--- src/rtl/controller_pkg.sv ---
// Shared types and constants for the serial game-controller responder.
// State encoding, bits per controller and the button bit positions.
package controller_pkg;

  typedef enum logic [1:0] {
    IDLE,
    LOAD,
    SHIFT
  } state_t;

  localparam int BUTTONS_PER_CONTROLLER = 8;

  localparam int BTN_A      = 7;
  localparam int BTN_B      = 6;
  localparam int BTN_SELECT = 5;
  localparam int BTN_START  = 4;
  localparam int BTN_UP     = 3;
  localparam int BTN_DOWN   = 2;
  localparam int BTN_LEFT   = 1;
  localparam int BTN_RIGHT  = 0;

endpackage

--- src/rtl/sync_edge_detect_m.sv ---
// Multi-flop synchronizer for an asynchronous host line,
// with a one-cycle rise/fall pulse taken from an edge-detect flop.
module sync_edge_detect_m #(
  parameter int STAGES = 2
) (
  input  logic clk_in,
  input  logic rst,
  input  logic d,
  output logic level,
  output logic rise,
  output logic fall
);

  logic [STAGES-1:0] sync_q;
  logic              prev_q;

  always_ff @(posedge clk_in) begin
    if (rst) begin
      sync_q <= '0;
      prev_q <= 1'b0;
    end else begin
      sync_q <= {sync_q[STAGES-2:0], d};
      prev_q <= sync_q[STAGES-1];
    end
  end

  assign level = sync_q[STAGES-1];
  assign rise  = level & ~prev_q;
  assign fall  = ~level & prev_q;

endmodule

--- src/rtl/controller_responder.sv ---
// Device side of the serial controller protocol: N 8-button pads.
// Optional abort on a silent host: CONTROLLER_RESPONDER_TIMEOUT_EN.
module controller_responder
  import controller_pkg::*;
#(
  parameter int NUM_CONTROLLERS = 2,
  parameter int SYNC_STAGES     = 2,
  parameter int TIMEOUT_CYCLES  = 1024
) (
  input  logic                         clk_in,
  input  logic                         rst,
  input  logic                         latch_in,
  input  logic                         ctrl_clk_in,
  input  logic [8*NUM_CONTROLLERS-1:0] buttons_in_LIST,
  output logic [NUM_CONTROLLERS-1:0]   data_B_LIST,
`ifdef CONTROLLER_RESPONDER_TIMEOUT_EN
  output logic                         timeout_pulse,
`endif
  output logic                         fetch_done
);

  localparam int BW = BUTTONS_PER_CONTROLLER;

  state_t     state_q, state_d;
  logic [3:0] cnt_q, cnt_d;
  logic       fetch_d;
  logic       sh_load, sh_shift, sh_clear;

  logic latch_lvl, latch_rise, latch_fall;
  logic clk_lvl, clk_rise, clk_fall;
  logic unused_sync;

  sync_edge_detect_m #(.STAGES(SYNC_STAGES)) u_latch_sync (
    .clk_in (clk_in),
    .rst    (rst),
    .d      (latch_in),
    .level  (latch_lvl),
    .rise   (latch_rise),
    .fall   (latch_fall)
  );

  sync_edge_detect_m #(.STAGES(SYNC_STAGES)) u_clk_sync (
    .clk_in (clk_in),
    .rst    (rst),
    .d      (ctrl_clk_in),
    .level  (clk_lvl),
    .rise   (clk_rise),
    .fall   (clk_fall)
  );

  assign unused_sync = clk_lvl ^ clk_fall;

`ifdef CONTROLLER_RESPONDER_TIMEOUT_EN
  localparam int TW = $clog2(TIMEOUT_CYCLES + 1);
  logic [TW-1:0] tmo_q, tmo_d;
  logic          tmo_pulse_d;
`endif

  always_comb begin
    state_d  = state_q;
    cnt_d    = cnt_q;
    fetch_d  = 1'b0;
    sh_load  = 1'b0;
    sh_shift = 1'b0;
    sh_clear = 1'b0;
`ifdef CONTROLLER_RESPONDER_TIMEOUT_EN
    tmo_d       = tmo_q;
    tmo_pulse_d = 1'b0;
`endif
    unique case (state_q)
      IDLE: begin
        if (latch_rise) begin
          state_d = LOAD;
          sh_load = 1'b1;
        end else if (clk_rise && !latch_lvl) begin
          sh_shift = 1'b1;
        end
      end
      LOAD: begin
        if (latch_fall) begin
          state_d = SHIFT;
          cnt_d   = 4'd0;
`ifdef CONTROLLER_RESPONDER_TIMEOUT_EN
          tmo_d   = '0;
`endif
        end else if (latch_lvl) begin
          sh_load = 1'b1;
        end
      end
      SHIFT: begin
        if (latch_rise) begin
          state_d = LOAD;
          sh_load = 1'b1;
          cnt_d   = 4'd0;
        end else if (clk_rise) begin
          sh_shift = 1'b1;
          cnt_d    = cnt_q + 4'd1;
`ifdef CONTROLLER_RESPONDER_TIMEOUT_EN
          tmo_d    = '0;
`endif
          if (cnt_q == 4'd7) begin
            fetch_d = 1'b1;
            state_d = IDLE;
          end
`ifdef CONTROLLER_RESPONDER_TIMEOUT_EN
        end else if (tmo_q == TW'(TIMEOUT_CYCLES)) begin
          state_d     = IDLE;
          sh_clear    = 1'b1;
          tmo_pulse_d = 1'b1;
        end else begin
          tmo_d = tmo_q + TW'(1);
`endif
        end
      end
      default: state_d = IDLE;
    endcase
  end

  always_ff @(posedge clk_in) begin
    if (rst) begin
      state_q    <= IDLE;
      cnt_q      <= 4'd0;
      fetch_done <= 1'b0;
    end else begin
      state_q    <= state_d;
      cnt_q      <= cnt_d;
      fetch_done <= fetch_d;
    end
  end

`ifdef CONTROLLER_RESPONDER_TIMEOUT_EN
  always_ff @(posedge clk_in) begin
    if (rst) begin
      tmo_q         <= '0;
      timeout_pulse <= 1'b0;
    end else begin
      tmo_q         <= tmo_d;
      timeout_pulse <= tmo_pulse_d;
    end
  end
`endif

  for (genvar k = 0; k < NUM_CONTROLLERS; k++) begin : g_pad
    logic [BW-1:0] sreg_q;

    always_ff @(posedge clk_in) begin
      if (rst || sh_clear) begin
        sreg_q <= '0;
      end else if (sh_load) begin
        sreg_q <= buttons_in_LIST[k*BW +: BW];
      end else if (sh_shift) begin
        sreg_q <= {sreg_q[BW-2:0], 1'b0};
      end
    end

    assign data_B_LIST[k] = ~sreg_q[BW-1];
  end

endmodule

--- config.mk ---
export PLATFORM = sky130hd
export DESIGN_NAME = controller_responder
export DESIGN_NICKNAME = d
export VERILOG_FILES = /design/src/rtl/controller_pkg.sv /design/src/rtl/sync_edge_detect_m.sv /design/src/rtl/controller_responder.sv
export SDC_FILE = /design/constraint.sdc
export NUM_CORES = 1
export LEC_CHECK = 0
export ABC_AREA = 1
export BUFFER_PORTS_ARGS = -buffer_cell sky130_fd_sc_hd__buf_2
export CAP_MARGIN = 40
export CORE_MARGIN = 1
export CORE_UTILIZATION = 55
export DETAILED_ROUTE_END_ITERATION = 8
export PLACE_DENSITY = 0.77
export SYNTH_ARGS = -nofsm -noshare
export SYNTH_HDL_FRONTEND = slang
export SYNTH_SLANG_ARGS = --single-unit
--- constraint.sdc ---
create_clock -name clk_in -period 1.7 [get_ports clk_in]
set_input_delay 0.255 -clock clk_in [delete_from_list [all_inputs] [get_ports clk_in]]
set_output_delay 0.255 -clock clk_in [all_outputs]
set_load 0.02 [all_outputs]
==> flow_summary.json <==
{
  "outcome": "finished with violations",
  "violations": "DRC",
  "drive_gt1_frac": 0.186,
  "htreeDepth": 2,
  "core-area_um2": 2450,
  "clock_skew_ns": 0.00665,
  "viasPerCell": 4.95,
  "ir_drop_mv": 0.776,
  "drt_wl_total_um": 2710,
  "synth_top_area_cell": "dfxtp_1",
  "grt_pass1_wl_um": 4260,
  "rsz0062_at_grt": "false",
  "num_io_pins": 23,
  "netlist_instances": 216,
  "crit_fanout": 20,
  "drt_iter0_markers": 32,
  "slew_headroom": 0.779,
  "max_cap_violations": 0,
  "cts_buffers": 5,
  "setup_tns_ns": 0,
  "gp_congestion": 0.773,
  "synthFlopType": "dfxtp_1",
  "die_h_um": 53.0,
  "seqPwrFrac": 0.514,
  "path_delay_family": "simple AND/OR/NAND/NOR gates",
  "yosysSeqAreaShare": 0.406,
  "start_util": 0.582,
  "synth-edff-count": 0,
  "synth_warnings": 0,
  "p_leak_nw": 0.785,
  "intPower_mw": 1.04,
  "grt_pass1_vias": 1054,
  "syn_nets": 237,
  "fillers": 243,
  "antenna_cells": 0,
  "crit_chain": "nand3_1 > nand2_2 > buf_4 > nand2_1 > o21ai_1 > nor2_1 > nor2_1",
  "cts_root_buffer": "clkbuf_4",
  "critical_path_class": "reg -> reg",
  "slowest_stage": "dfxtp_1",
  "path_common_cell": "nor2_1",
  "tightestPinTransition_ns": 0.331,
  "drc": 1,
  "yosys_register_bits": 29,
  "synth_async_sr_flop_share": 0,
  "p_clk_frac": 0.339,
  "cts_resized": 0,
  "holdBufCountCts": 0,
  "cts_tree": "done",
  "power_switching_mw": 0.376,
  "core.rowCount": 18,
  "avgSynthCellArea_um2": 6.62,
  "critPathBufInv": 1,
  "setup_viol": 0,
  "critPathRequiredTime_ns": 1.97,
  "antenna_found_initial": 0,
  "netlist_area_um2": 1430,
  "synth_cell_types": 20,
  "vias": 1346,
  "nets": 262,
  "grt_usage": 0.215,
  "grt_max_degree": 21,
  "synthTopCellsByCount": "47 x nand2_1, 47 x nor2_1, 29 x dfxtp_1, 28 x inv_1, 16 x nand4_1",
  "crit_path_end_kind": "flop",
  "cp_slowest_stage_delay_ns": 0.42,
  "worst-r2r-setup-slack_ns": 0.33,
  "p_comb_frac": 0.147,
  "dp_hpwl_um": 1840,
  "firstDrtPassIters": 6,
  "p_sw_frac": 0.265,
  "cts_sinks": 29,
  "fin_util": 0.662,
  "period_minus_slack_ns": 1.37,
  "power.density_nw_per_um2": 872,
  "ys_top_cells_by_area": "dfxtp_1 41%, nand2_1 12%, nor2_1 12%, inv_1 7.4%, nand4_1 7.0%",
  "dieArea_um2": 2810,
  "fp.dieW_um": 53.0,
  "wl_per_cell_um": 9.98,
  "area_delta_synth_final_pct": 13.7,
  "clk_pin_slew_ns": 0.09,
  "final_antenna_net_count": 0,
  "globalRouteOverflowTotal": 0,
  "max_freq_mhz": 728,
  "hold_viol": 0,
  "io_buffers": 22,
  "min-delay-path-class": "in -> reg",
  "crit_arrival_ns": 1.64,
  "clock_latency_ns": 0.33,
  "post-route-period-util": 0.808,
  "cp-start-kind": "flop",
  "synth.top_cell.area_share": 0.406,
  "cts_setup_buffers": 0,
  "cts_buffer_depth": 2,
  "slew_violations": 0
}
-- cells in the final DEF, fill, tap and decap left out, drive strengths merged --
master	instances
dfxtp	29
nor3	1
nand2	49
nand4	16
buf	27
clkbuf	7
nand3	7
ha	1
o21ai	17
clkinv	2
inv	30
nor2	50
a21oi	6
-- power by group through the flow --
stage / sequential [mW] / clock (mW) / combinational [mW]
4_1_cts: 0.729 / 0.489 / 0.210
3_3_place_gp: 0.744 / 0 / 0.205
5_1_grt: 0.733 / 0.524 / 0.239
3_5_place_dp: 0.745 / 0 / 0.207
2_1_floorplan: 0.743 / 0 / 0.160
6_report: 0.729 / 0.480 / 0.208
-- sequential cells by signal, indices dropped and copies added, names as in the netlist --
name                 count
cnt_q                    4
g_pad.sreg_q            16
u_clk_sync.prev_q        1
fetch_done               1
state_q                  2
u_latch_sync.sync_q      2
u_latch_sync.prev_q      1
u_clk_sync.sync_q        2
-- worst register-to-register path, cell delays in order, from the launching register on --
cell	delay (ns)
dfxtp_1	0.42
nand3_1	0.11
nand2_2	0.20
buf_4	0.28
nand2_1	0.08
o21ai_1	0.08
nor2_1	0.05
nor2_1	0.10
-- final timing paths --
path                                from                     end  cells after the start
setup / recovery  u_latch_sync.sync_q[1]      g_pad[1].sreg_q[4]                      7
hold / removal               ctrl_clk_in    u_clk_sync.sync_q[0]                      3
setup reg to reg  u_latch_sync.sync_q[1]      g_pad[1].sreg_q[4]                      7
hold reg to reg   u_latch_sync.sync_q[0]  u_latch_sync.sync_q[1]                      2
-- routing by layer --
layer	global-route usage	part of all wire	vias up	wire length (um)
met2	0.340	0.46	36	1250
met1	0.255	0.48	581	1310
met3	0.0862	0.055	3	148
met5	0	0	-	0
met4	0.0921	0.0052	0	14
li1	-	-	726	-
-- final cells by class --
| type | instances | area [um2] | area share |
|---|---|---|---|
| tap | 30 | 37.5 | 0.0231 |
| timing repair buffer | 27 | 148 | 0.0909 |
| inverter | 31 | 116 | 0.0716 |
| clock inverter | 1 | 5.00 | 0.00308 |
| multi-input combinational | 147 | 672 | 0.414 |
| clock buffer | 7 | 65.1 | 0.0401 |
| sequential | 29 | 581 | 0.357 |
-- stage by stage --
stage	setup slack, ns	instance area [um2]	total power [mW]	cells	hold WS [ns]
floorplan	0.498	1430	0.903	216	0.334
global placement	0.363	1550	0.949	264	0.390
detailed placement	0.345	1550	0.952	264	0.396
CTS	0.326	1620	1.43	272	0.118
global route	0.157	1620	1.50	272	0.118
finish	0.326	1620	1.42	272	0.127
-- kinds of logic (layout without fill, tap and decap cells) --
family | after synthesis | in the layout | share of synthesized area
flops | 29 | 29 | 0.406
simple gates | 123 | 123 | 0.381
compound gates | 23 | 23 | 0.0806
fa+ha+maj | 1 | 1 | 0.00876
buf+inv | 40 | 66 | 0.123
(Power assumes the default switching activity.)
